$ cat src/rtl/wb_pkg.sv
// Shared types for the MEM->WB stage: one write-back entry (GPR write plus
// CSR write) and the occupancy encoding of the two-slot skid buffer.
// The entry fields are sized to the stage's default widths; the stage
// parameters must not exceed them.
package wb_pkg;
    localparam int WB_XLEN = 64;
    localparam int WB_RA_W = 5;
    localparam int WB_CA_W = 12;

    typedef struct packed {
        logic [WB_RA_W-1:0] rd_addr;
        logic               rd_we;
        logic [WB_XLEN-1:0] rd_data;
        logic [WB_CA_W-1:0] csr_addr;
        logic               csr_we;
        logic [WB_XLEN-1:0] csr_data;
    } wb_entry_t;

    typedef enum logic [1:0] {
        WB_EMPTY = 2'd0,
        WB_ONE   = 2'd1,
        WB_TWO   = 2'd2
    } wb_state_t;
endpackage

$ cat src/rtl/wb_entry_reg.sv
// One write-back entry slot: load-enabled register with synchronous reset.
module wb_entry_reg
    import wb_pkg::*;
(
    input  logic      clk,
    input  logic      rst,
    input  logic      ld,
    input  wb_entry_t d,
    output wb_entry_t q
);
    // Hold the entry until loaded; reset clears it.
    always_ff @(posedge clk) begin
        if (rst)     q <= '0;
        else if (ld) q <= d;
    end
endmodule

$ cat src/rtl/mem_wb_pipe.sv
// MEM->WB pipeline stage with valid/ready handshake and a two-slot skid
// buffer (head drives the write ports, skid absorbs one extra entry) so
// that in_ready comes straight from a flop. Synchronous flush empties both
// slots but still lets the head drain in the flush cycle.
// Optional: define MEM_WB_RETIRE_CNT_EN to add the 64-bit retire counter.
module mem_wb_pipe
    import wb_pkg::*;
#(
    parameter int XLEN = WB_XLEN,
    parameter int RA_W = WB_RA_W,
    parameter int CA_W = WB_CA_W
) (
    input  logic            clk,
    input  logic            rst,
    input  logic            in_valid,
    output logic            in_ready,
    input  logic [RA_W-1:0] in_rd_addr,
    input  logic            in_rd_we,
    input  logic [XLEN-1:0] in_rd_data,
    input  logic [CA_W-1:0] in_csr_addr,
    input  logic            in_csr_we,
    input  logic [XLEN-1:0] in_csr_data,
    input  logic            flush,
    output logic            out_valid,
    input  logic            out_ready,
    output logic [RA_W-1:0] out_rd_addr,
    output logic [XLEN-1:0] out_rd_data,
    output logic            out_rd_we,
    output logic [CA_W-1:0] out_csr_addr,
    output logic [XLEN-1:0] out_csr_data,
    output logic            out_csr_we
`ifdef MEM_WB_RETIRE_CNT_EN
    ,
    output logic [63:0]     retire_cnt
`endif
);
    wb_state_t state_q, state_n;
    logic      in_ready_q, out_valid_q;
    logic      accept, drain;
    logic      head_ld, skid_ld;
    wb_entry_t in_e, head_d, head_q, skid_q;

    assign accept = in_valid & in_ready_q;
    assign drain  = out_valid_q & out_ready;

    // Pack the incoming fields into an entry.
    always_comb begin
        in_e                     = '0;
        in_e.rd_addr[RA_W-1:0]   = in_rd_addr;
        in_e.rd_we               = in_rd_we;
        in_e.rd_data[XLEN-1:0]   = in_rd_data;
        in_e.csr_addr[CA_W-1:0]  = in_csr_addr;
        in_e.csr_we              = in_csr_we;
        in_e.csr_data[XLEN-1:0]  = in_csr_data;
    end

    // Occupancy transitions and slot load enables; flush drops everything.
    always_comb begin
        state_n = state_q;
        head_ld = 1'b0;
        skid_ld = 1'b0;
        head_d  = in_e;
        if (flush) begin
            state_n = WB_EMPTY;
        end else begin
            case (state_q)
                WB_EMPTY: if (accept) begin
                    state_n = WB_ONE;
                    head_ld = 1'b1;
                end
                WB_ONE: begin
                    if (accept && drain) begin
                        head_ld = 1'b1;
                    end else if (accept) begin
                        state_n = WB_TWO;
                        skid_ld = 1'b1;
                    end else if (drain) begin
                        state_n = WB_EMPTY;
                    end
                end
                WB_TWO: if (drain) begin
                    state_n = WB_ONE;
                    head_ld = 1'b1;
                    head_d  = skid_q;
                end
                default: state_n = WB_EMPTY;
            endcase
        end
    end

    // State plus the handshake flags, registered from the next state so
    // neither output has a combinational path from the inputs.
    always_ff @(posedge clk) begin
        if (rst) begin
            state_q     <= WB_EMPTY;
            in_ready_q  <= 1'b1;
            out_valid_q <= 1'b0;
        end else begin
            state_q     <= state_n;
            in_ready_q  <= (state_n != WB_TWO);
            out_valid_q <= (state_n != WB_EMPTY);
        end
    end

    wb_entry_reg u_head (.clk(clk), .rst(rst), .ld(head_ld), .d(head_d), .q(head_q));
    wb_entry_reg u_skid (.clk(clk), .rst(rst), .ld(skid_ld), .d(in_e),   .q(skid_q));

    assign in_ready     = in_ready_q;
    assign out_valid    = out_valid_q;
    assign out_rd_addr  = head_q.rd_addr[RA_W-1:0];
    assign out_rd_data  = head_q.rd_data[XLEN-1:0];
    assign out_csr_addr = head_q.csr_addr[CA_W-1:0];
    assign out_csr_data = head_q.csr_data[XLEN-1:0];
    // x0 is hard-wired zero, so a write to it is suppressed here.
    assign out_rd_we    = out_valid_q & head_q.rd_we & (head_q.rd_addr[RA_W-1:0] != '0);
    assign out_csr_we   = out_valid_q & head_q.csr_we;

`ifdef MEM_WB_RETIRE_CNT_EN
    // Count every drained entry, including one drained in a flush cycle.
    always_ff @(posedge clk) begin
        if (rst)        retire_cnt <= '0;
        else if (drain) retire_cnt <= retire_cnt + 64'd1;
    end
`endif
endmodule

$ cat config.mk
export PLATFORM = sky130hd
export DESIGN_NAME = mem_wb_pipe
export DESIGN_NICKNAME = d
export VERILOG_FILES = /design/src/rtl/wb_pkg.sv /design/src/rtl/wb_entry_reg.sv /design/src/rtl/mem_wb_pipe.sv
export SDC_FILE = /design/constraint.sdc
export NUM_CORES = 1
export LEC_CHECK = 0
export BUFFER_PORTS_ARGS = -buffer_cell sky130_fd_sc_hd__buf_4
export CAP_MARGIN = 20
export CORE_ASPECT_RATIO = 0.8
export CORE_MARGIN = 4
export CORE_UTILIZATION = 40
export DETAILED_ROUTE_END_ITERATION = 6
export PLACE_DENSITY = 0.66
export SYNTH_ARGS = -nofsm -noshare
export SYNTH_HDL_FRONTEND = slang
export SYNTH_SLANG_ARGS = --single-unit
$ cat constraint.sdc
create_clock -name clk -period 2.3 [get_ports clk]
set_input_delay 0.23 -clock clk [delete_from_list [all_inputs] [get_ports clk]]
set_output_delay 0.23 -clock clk [all_outputs]
set_load 0.02 [all_outputs]
==> run metrics, run 1 <==
run status complete, no violations; post-detail-place hpwl 22000 um; cell at the root of the clock tree clkbuf_16; number of setup buffers added after CTS 0; wire length of the first global-routing pass 60100 um; fill cell total of the finished layout 2918; most numerous cell types in the synthesized netlist dfxtp_1 (298), nand2_1 (296), buf_4 (159), nor2_1 (148); antenna violations before repair 4; final clock skew 18.4 ps; setup repair after global routing missed its margin false; # port buffers 300; EDFF count, synth 0; fraction of met1 tracks used by global routing 27.0%; fmax 0.468 GHz; Via Count 11300; total nets after synthesis 1634; Most Crowded Layer GR met2; detailed-route vias per instance 5.24; detailed-route DRC error count 0; die area 0.0363 mm2; clock period minus worst slack 2130 ps; DIE HEIGHT 171 um; number of hold violations in the final report 0; maximum count of clock buffers along a single path 3; headroom to the max-slew limit 35.5%; DRT Wirelength 38200 um; total power density per cell area 730 mW/mm2; Core Footprint 0.0327 mm2; number of max-capacitance violations reported 0; 1st-iter DRT viols 766; number of max-slew violations in the final report 0; synthesized area 0.0133 mm2; final-stage net count 1860; H-tree levels 1; sinks on the clock net 298; register area 0.00597 mm2; worst endpoint required time 2760 ps; top cell type's share of synthesized area 44.8%; number of flip-flops and latches in the synthesized netlist 298; largest net degree at the start of global routing 148; via count of the first global-routing pass 11200; area growth from synthesis to layout 29.9%; Final Core Density 52.9%; clock network latency to the later pin of the worst-skew pair 570 ps; average size of a mapped cell 8.98 um2; GRT Util Overall 20.0%; number of standard cells after synthesis 1482; Die X 212 um; Peak supply drop 531 uV; Pleak 7.65 nW; number of detailed-routing iterations run before antenna repair 7; Setup crit start kind flip-flop; initial cell density of the core 40.7%; clock tree from TritonCTS done; instance area at placement 0.0147 mm2; CP max FO 50; ratio of cells with drive above 1 in the final layout 24.8%; final cycle utilization of the critical path 92.8%; top_reg_cell synth dfxtp_1; number of routed nets with antenna violations 0; number of rows in the core area 59; placer's final routability congestion estimate 0.757; Final setup violation count 0; most frequent cell after synthesis dfxtp_1; leftover overflow at the end of global routing 0; IO Pins 301; clock transition time at the flip-flop clock pins of the worst setup and hold paths 70 ps; yosys synthesis warning count 0; met2 track demand over resource in global routing 33.1%; cell type with the largest total area after synthesis dfxtp_1; post-synthesis sequential area ratio 44.8%; post-route cell area 0.0173 mm2; met3 Usage GRT 3.70%; actual transition at the worst max-transition pin 968 ps; multi-input gate area in the final layout 0.00567 mm2; class of the worst hold path input pin to flip-flop; arrival time worst endpoint 2590 ps; Routed wire per std cell 17.7 um; Synth async-reset ratio 0%; distinct cell type count of the synthesized netlist 27; most area-consuming cells after synthesis dfxtp_1 (45%), mux2i_1 (11%), buf_4 (9.0%); type of the setup path with the least slack flip-flop to flip-flop; type of destination of the critical path flip-flop; number of buffers created by CTS 31; setup total negative slack 0 ps
## per-stage QoR
stage / hold WS [ps] / total power, mW / instances / setup slack, ps
2_1_floorplan: 366 / 6.85 / 1482 / 467
3_3_place_gp: 440 / 7.36 / 1953 / 265
3_5_place_dp: 446 / 7.39 / 1953 / 215
4_1_cts: 10.1 / 12.8 / 2159 / 168
5_1_grt: 56.6 / 13.2 / 2163 / 17.6
6_report: 53.3 / 12.6 / 2164 / 165
## routing by layer
metal	vias to the layer above	wire, um
met3	58	2290
met2	350	17800
li1	5463	-
met5	-	0
met1	5464	17200
met4	0	944
## cell type report
class | count | area share, %
clock inverters | 10 | 0.687
clock buffers | 47 | 5.41
flip-flops and latches | 298 | 34.5
inverters | 2 | 0.0434
multi-input cells | 906 | 32.8
diodes | 5 | 0.0723
well taps | 427 | 3.09
repair buffers | 469 | 23.4
## cells by family after synthesis
kind of cell,Yosys count,synth area share (%)
muxes,147,11.1
and+or+nand+nor,459,13.3
DFF,298,44.8
buffers and inverters,278,12.9
AOI/OAI and AO/OA,300,17.9
## power breakdown
part	internal [mW]	switching, mW
combinational	0.898	1.01
sequential	5.42	0.160
clock	3.03	2.12
## cells in the final DEF, fill, tap and decap left out, types with 2 or more instances in the layout
cell type      Yosys  layout
buf_4            159     307
dfxtp_1          298     298
nand2_1          296     296
dlygate4sd3_1      0     149
nor2_1           148     148
a21oi_1          147     147
mux2i_1          147     147
a221oi_1          98      98
a221oi_2          49      49
clkbuf_16          0      31
buf_12             0      12
clkbuf_8           0      10
clkbuf_1          51       6
diode_2            0       5
nand3_1            4       4
clkinvlp_4         0       3
and2_1             2       2
a2111oi_0          2       2
inv_6              0       2
clkinv_2           0       2
bufinv_16          0       2
## flip-flops by register name, indices dropped and copies added, names as in the netlist
register   cells
in_ready       1
out_valid      1
state_q        2
u_head.q     147
u_skid.q     147
## worst paths after layout
kind / from / to / cells past startpoint / slack (ps)
max: state_q[0] / u_head.q[57] / 4 / 170
min: flush / in_ready / 3 / 50
max reg2reg: state_q[0] / u_head.q[57] / 4 / 170
min reg2reg: u_skid.q[134] / u_skid.q[134] / 2 / 450
## what timing repair did
| action | in CTS | in global routing |
|---|---|---|
| hold buffers | 149 | 0 |
| hold endpoints to repair | 148 | 0 |
| gates resized for setup | 0 | 0 |
| setup endpoints to repair | 0 | 0 |
## worst max-delay path: stages, from the launching register on
cell and delay, ps:
dfxtp_1 520, or3_4 210, buf_4 680, mux2i_1 170
a221oi_1 360
Power figures use the tool's default switching activity.
==> run 2: changes to the inputs <==
ABC_AREA = 1   (was not set)
PLACE_DENSITY = 0.65   (was 0.66)
==> run 2 against run 1 <==
Effect of this change:
- area after synthesis increased by 14%
- non-clock buffer count decreased by 15
- die area increased by 13%
- sequential power decreased by 0.7%
- critical endpoint is now u_skid.q[5]
- power increased by 4.3%
- flip-flop and latch count unchanged
- register-to-register slack improved by 190 ps
- critical path depth increased by 2
- core utilization decreased by 1.9 points
- design area increased by 10%
- clock skew increased by 9.8 ps
- global-route usage increased by 1.0 points
==> run metrics, run 2 <==
placer's final routability congestion estimate 0.790 (+4.3%); worst endpoint required time 2750 ps (about the same); most repeated library cell on the critical path nand2_2; maximum cell stage delay along the critical path 530 ps (-150 ps); Final setup violation count 0 (unchanged); DIE HEIGHT 182 um (+6.5%); IO Pins 301 (unchanged); EDFF count, synth 0 (unchanged); final cycle utilization of the critical path 84.7% (-8.1 points); number of flip-flops and latches in the synthesized netlist 298 (unchanged); cell type with the largest total area after synthesis dfxtp_1; fill cell total of the finished layout 3599 (+23%); H-tree levels 2 (+1); yosys synthesis warning count 0 (unchanged); detailed-route vias per instance 4.75 (-9.3%); clock tree from TritonCTS done; initial cell density of the core 40.7% (about the same); # port buffers 300 (unchanged); CTS-repair resized insts 0 (unchanged); most frequent cells in the layout nand2_1 (592), nor2_1 (442), buf_4 (307), inv_1 (300), dfxtp_1 (298); clock period minus worst slack 1950 ps (-187 ps); number of detailed-routing iterations run before antenna repair 5 (-2); type of destination of the critical path flip-flop; most frequent cell after synthesis nand2_1; arrival time worst endpoint 2400 ps (-190 ps); wire length of the first global-routing pass 71800 um (+20%); number of max-capacitance violations reported 0 (unchanged); CP max FO 147 (+190%); setup repair after global routing missed its margin false; ordered cell list for the critical path nand2_2, nand2_2, nor2_4, buf_12, nand3_1, a21oi_1; largest net degree at the start of global routing 148 (unchanged); Pleak 8.63 nW (+13%); post-detail-place hpwl 26000 um (+18%); maximum count of clock buffers along a single path 3 (unchanged); distinct cell type count of the synthesized netlist 21 (-22%); detailed-route DRC error count 0 (unchanged); final clock skew 28.2 ps (+9.83 ps); most area-consuming cells after synthesis dfxtp_1 (39%), nand2_1 (15%), nor2_1 (11%); via count of the first global-routing pass 14000 (+26%); Synth async-reset ratio 0% (unchanged); cell at the root of the clock tree clkbuf_16; total nets after synthesis 2550 (+56%); commonest non-fill, non-tap cell in the layout nand2_1; DRT Wirelength 44800 um (+17%); clock network latency to the later pin of the worst-skew pair 520 ps (-50 ps); die area 0.0412 mm2 (+13%); 1st-iter DRT viols 1109 (+45%); synthesized area 0.0152 mm2 (+14%); hold slack 27.7 ps (-25.6 ps); number of rows in the core area 63 (+6.8%); most numerous cell types in the synthesized netlist nand2_1 (594), nor2_1 (442), inv_1 (300), dfxtp_1 (298), nand3_1 (297); number of standard cells after synthesis 2398 (+62%); GRT Util Overall 21.0% (+1.0 points); top_reg_cell synth dfxtp_1; number of max-slew violations in the final report 0 (unchanged); post-synthesis sequential area ratio 39.3% (-5.5 points); Routed wire per std cell 14.4 um (-18%); total power density per cell area 693 mW/mm2 (-5.1%); number of buffers created by CTS 35 (+13%); Via Count 14700 (+30%); Core Footprint 0.0373 mm2 (+14%); final-stage net count 2736 (+47%); area growth from synthesis to layout 25.3%; cell depth of the worst hold path 3 (unchanged); antenna violations before repair 5 (+1); top flop regs u_head.q: 147 flops, u_skid.q: 147 flops, state_q: 2 flops; average size of a mapped cell 6.33 um2 (-30%); Critical Path Slowest Stage Cell buf_12; top cell type's share of synthesized area 39.3% (-5.5 points); number of cells on the worst reg-to-reg path 6 (+2); leftover overflow at the end of global routing 0 (unchanged); number of routed nets with antenna violations 0 (unchanged); actual transition at the worst max-transition pin 922 ps (-46.0 ps); run status complete, no violations; number of hold violations in the final report 0 (unchanged); Die X 226 um (+6.5%); Peak supply drop 474 uV (-11%); ratio of cells with drive above 1 in the final layout 14.7% (-10 points); setup total negative slack 0 ps (unchanged); Setup crit start kind flip-flop; clock transition time at the flip-flop clock pins of the worst setup and hold paths 60 ps (about the same); class of the worst hold path input pin to flip-flop; Final Core Density 51.0% (-1.9 points); type of the setup path with the least slack flip-flop to flip-flop; headroom to the max-slew limit 38.5% (+3.1 points); fmax 0.513 GHz (+9.6%); sinks on the clock net 298 (unchanged)
==> run 2: worst paths after layout <==
path                                     start            end  slack (ps)
worst max-delay path                 out_valid    u_skid.q[5]         350
worst min-delay path            in_rd_data[14]   u_skid.q[91]          30
worst max register to register       out_valid    u_skid.q[5]         350
worst min register to register   u_skid.q[105]  u_skid.q[105]         460
==> run 2: worst max-delay path, delay by kind of cell, from the launching register on <==
kind | cells | cell delay, ps
AO/OA/AOI/OAI | 1 | 180
AND/OR/NAND/NOR | 4 | 660
flip-flops | 1 | 340
buffers and inverters | 1 | 530
==> run 2: report_power, final <==
group | total (mW) | switching (mW) | internal, mW | leakage, nW
clock | 5.58 | 2.21 | 3.36 | 0.563
combinational | 2.07 | 1.19 | 0.875 | 5.64
sequential | 5.54 | 0.139 | 5.40 | 2.43
==> run 2: what timing repair did <==
| item | CTS | global route |
|---|---|---|
| hold buffers | 134 | 0 |
| endpoints found under the hold margin | 138 | 0 |
| setup buffers | 0 | 0 |
==> run 2: kinds of logic (layout without fill, tap and decap cells) <==
family	count (synthesis)	after routing	share of synthesized area (%)
compound gates	154	154	5.16
buf+inv	608	818	19.9
flops	298	298	39.3
other cells	0	4	0
simple gates	1338	1338	35.7
==> run 2: layout make-up <==
type / count / area (um2) / area share (%)
sequential: 298 / 5970 / 31.4
clock inverter: 8 / 108 / 0.566
timing repair buffer: 454 / 3900 / 20.5
tap: 487 / 609 / 3.20
multi-input combinational: 1492 / 6240 / 32.8
clock buffer: 53 / 1040 / 5.49
inverter: 303 / 1150 / 6.03
antenna: 4 / 10.0 / 0.0526
==> run 2: stage by stage <==
step           instances  setup WS, ps  instance area (um2)  power (mW)
2_1_floorplan       2398           789                15200        6.95
3_3_place_gp        2900           460                16500        7.50
3_5_place_dp        2900           414                16500        7.53
4_1_cts             3095           352                19000        13.4
5_1_grt             3099           208                19000        13.8
6_report            3099           352                19000        13.2
==> run 2: metal layers <==
layer	up-vias	wire length [um]	share of wire (%)	GRT usage, %
li1	7484	-	-	-
met1	6716	19700	44	27.0
met2	440	20900	47	35.4
met3	83	2970	6.6	4.45
met4	2	1140	2.6	6.39
met5	-	15	0.033	0
==> run 3: changes to the inputs <==
ABC_AREA = 0   (was 1)
PLACE_DENSITY = 0.68   (was 0.65)
clock period = 1.57 ns   (was 2.3 ns; I/O delays follow)
==> run 3 against run 2 <==
Effect of this change:
- the flow now finishes with violations (hold timing, setup timing)
- global-route usage rose by 9.1 points
- clock-buffer cell count fell by 7
- power rose by 55%
- critical path type unchanged
- fmax rose by 1.1%
- sequential power rose by 49%
- flip-flop and latch count did not move
- critical endpoint is now u_head.q[140]
- setup slack got worse by 710 ps
- clock skew fell by 19 ps
- register-to-register slack got worse by 710 ps
- combinational power rose by 120%
- cell count fell by 24%
- critical path depth rose by 2
==> run metrics, run 3 (synthesized netlist as in run 1, its figures left out) <==
run status finished, violations left; failing checks hold timing, setup timing; proportion of power drawn by combinational gates 22.0% (+6.3 points); Core Footprint 0.0327 mm2 (-12%); antenna violations before repair 6 (+1); clock network latency to the later pin of the worst-skew pair 570 ps (+50 ps); setup total negative slack -68630 ps (-68630 ps); detailed-route DRC error count 0 (unchanged); final cycle utilization of the critical path 123% (+38 points); Hold-fix buffers, CTS 148 (+10%); Setup crit start kind flip-flop; via count of the first global-routing pass 14100 (+0.40%); multi-input gate area in the final layout 0.00849 mm2 (+36%); switching component of the power 5.85 mW (+65%); commonest non-fill, non-tap cell in the layout buf_4; number of max-slew violations in the final report 0 (unchanged); cell at the root of the clock tree clkbuf_16; internal power 14.6 mW (+51%); part of the total power dissipated in sequential elements 40.4% (-1.6 points); clock period minus worst slack 1930 ps (-20.3 ps); IO Pins 301 (unchanged); Die X 212 um (-6.1%); Clk network pwr share 37.6% (-4.7 points); number of hold violations in the final report 1 (+1); setup repair after global routing missed its margin true; leftover overflow at the end of global routing 0 (unchanged); top flop regs u_head.q: 147 flops, u_skid.q: 147 flops, state_q: 2 flops; CP max FO 7 (-95%); headroom to the max-slew limit 62.1% (+24 points); detailed-route vias per instance 5.82 (+22%); clock transition time at the flip-flop clock pins of the worst setup and hold paths 70 ps (about the same); number of routed nets with antenna violations 0 (unchanged); final-stage net count 2066 (-24%); crit path setup slack, layout -357 ps (-710 ps); post-route cell area 0.0242 mm2 (+27%); wire length of the first global-routing pass 85200 um (+19%); Pleak 10.6 nW (+23%); worst endpoint required time 2020 ps (-730 ps); Final setup violation count 296 (+296); 1st-iter DRT viols 1142 (+3.0%); total power density per cell area 843 mW/mm2 (+22%); class of the worst hold path input pin to flip-flop; hold slack -41.4 ps (-69.1 ps); DIE HEIGHT 171 um (-6.1%); DRT Wirelength 62400 um (+39%); instance area at placement 0.0154 mm2 (-6.5%); GRT Util Overall 30.1% (+9.1 points); ratio of cells with drive above 1 in the final layout 59.2% (+44 points); die area 0.0363 mm2 (-12%); clock tree from TritonCTS done; # port buffers 300 (unchanged); actual transition at the worst max-transition pin 569 ps (-353 ps); fill cell total of the finished layout 1916 (-47%); number of max-capacitance violations reported 0 (unchanged); type of destination of the critical path flip-flop; maximum count of clock buffers along a single path 3 (unchanged); area growth from synthesis to layout 81.7%; Worst Setup Slack post-DPL -244 ps (-658 ps); most frequent cells in the layout buf_4 (316), dfxtp_1 (293), dlygate4sd3_1 (148), nand2_4 (141), a221oi_2 (141); Via Count 13800 (-6.5%); number of detailed-routing iterations run before antenna repair 5 (unchanged); number of buffers created by CTS 31 (-11%); placer's final routability congestion estimate 0.792 (+0.16%); H-tree levels 1 (-1); initial cell density of the core 40.7% (about the same); post-detail-place hpwl 25200 um (-3.3%); Routed wire per std cell 26.3 um (+82%); total chip power 20.4 mW (+55%); type of the setup path with the least slack flip-flop to flip-flop; final clock skew 9.52 ps (-18.7 ps); arrival time worst endpoint 2380 ps (-20 ps); number of rows in the core area 59 (-6.3%); fmax 0.519 GHz (+1.1%); Final Core Density 74.0% (+23 points); register area 0.00598 mm2 (+0.27%); sinks on the clock net 298 (unchanged); switching share of power 28.6% (+1.8 points); largest net degree at the start of global routing 81 (-45%); Peak supply drop 1010 uV (+110%)
==> run 3: power groups by stage <==
stage | clock network (mW) | logic (mW) | registers [mW]
6_report | 7.67 | 4.48 | 8.25
5_1_grt | 8.02 | 4.65 | 8.27
4_1_cts | 7.61 | 4.13 | 8.18
3_5_place_dp | 0 | 2.65 | 8.32
3_3_place_gp | 0 | 2.61 | 8.31
2_1_floorplan | 0 | 1.79 | 8.24
==> run 3: layer usage <==
layer	part of all wire, %	wire [um]	global-route usage (%)
met1	38	23900	36.7
met2	49	30300	52.4
met3	7.6	4770	6.58
met4	5.4	3350	11.3
met5	0.034	21	0
==> run 3: final timing paths <==
check	startpoint	endpoint	slack, ps	cells past startpoint
max	state_q[1]	u_head.q[140]	-360	8
max reg2reg	state_q[1]	u_head.q[140]	-360	8
min reg2reg	u_skid.q[116]	u_skid.q[116]	450	2
min	out_ready	in_ready	-40	3
==> run 3: per-stage QoR <==
stage               hold slack [ps]  cells
global route                  -51.2   2368
floorplan                       293   1482
finish                        -41.4   2368
CTS                           -98.0   2366
detailed placement              422   2007
global placement                415   2007
==> run 3: critical path, stage by stage (launching register included) <==
cell	delay (ps)
dfxtp_4	360
nand3b_4	180
buf_6	150
nor3_4	230
buf_8	200
buf_6	150
buf_8	130
nor2_1	50
a221oi_2	340
==> run 3: layout make-up <==
type,count,share of cell area (%)
multi-input cells,910,35.1
repair buffers,671,33.7
flip-flops and latches,298,24.7
clock buffers,46,3.73
well taps,427,2.21
clock inverters,9,0.496
diodes,5,0.0517
inverters,2,0.0310
==> run 3: repair_timing <==
| action | 4_1_cts | 5_1_grt |
|---|---|---|
| pin swaps | 295 | 261 |
| cloned | 84 | 16 |
| setup endpoints to repair | 296 | 298 |
| setup buffers | 75 | 18 |
| resized for setup | 557 | 362 |
| endpoints found under the hold margin | 264 | 2 |
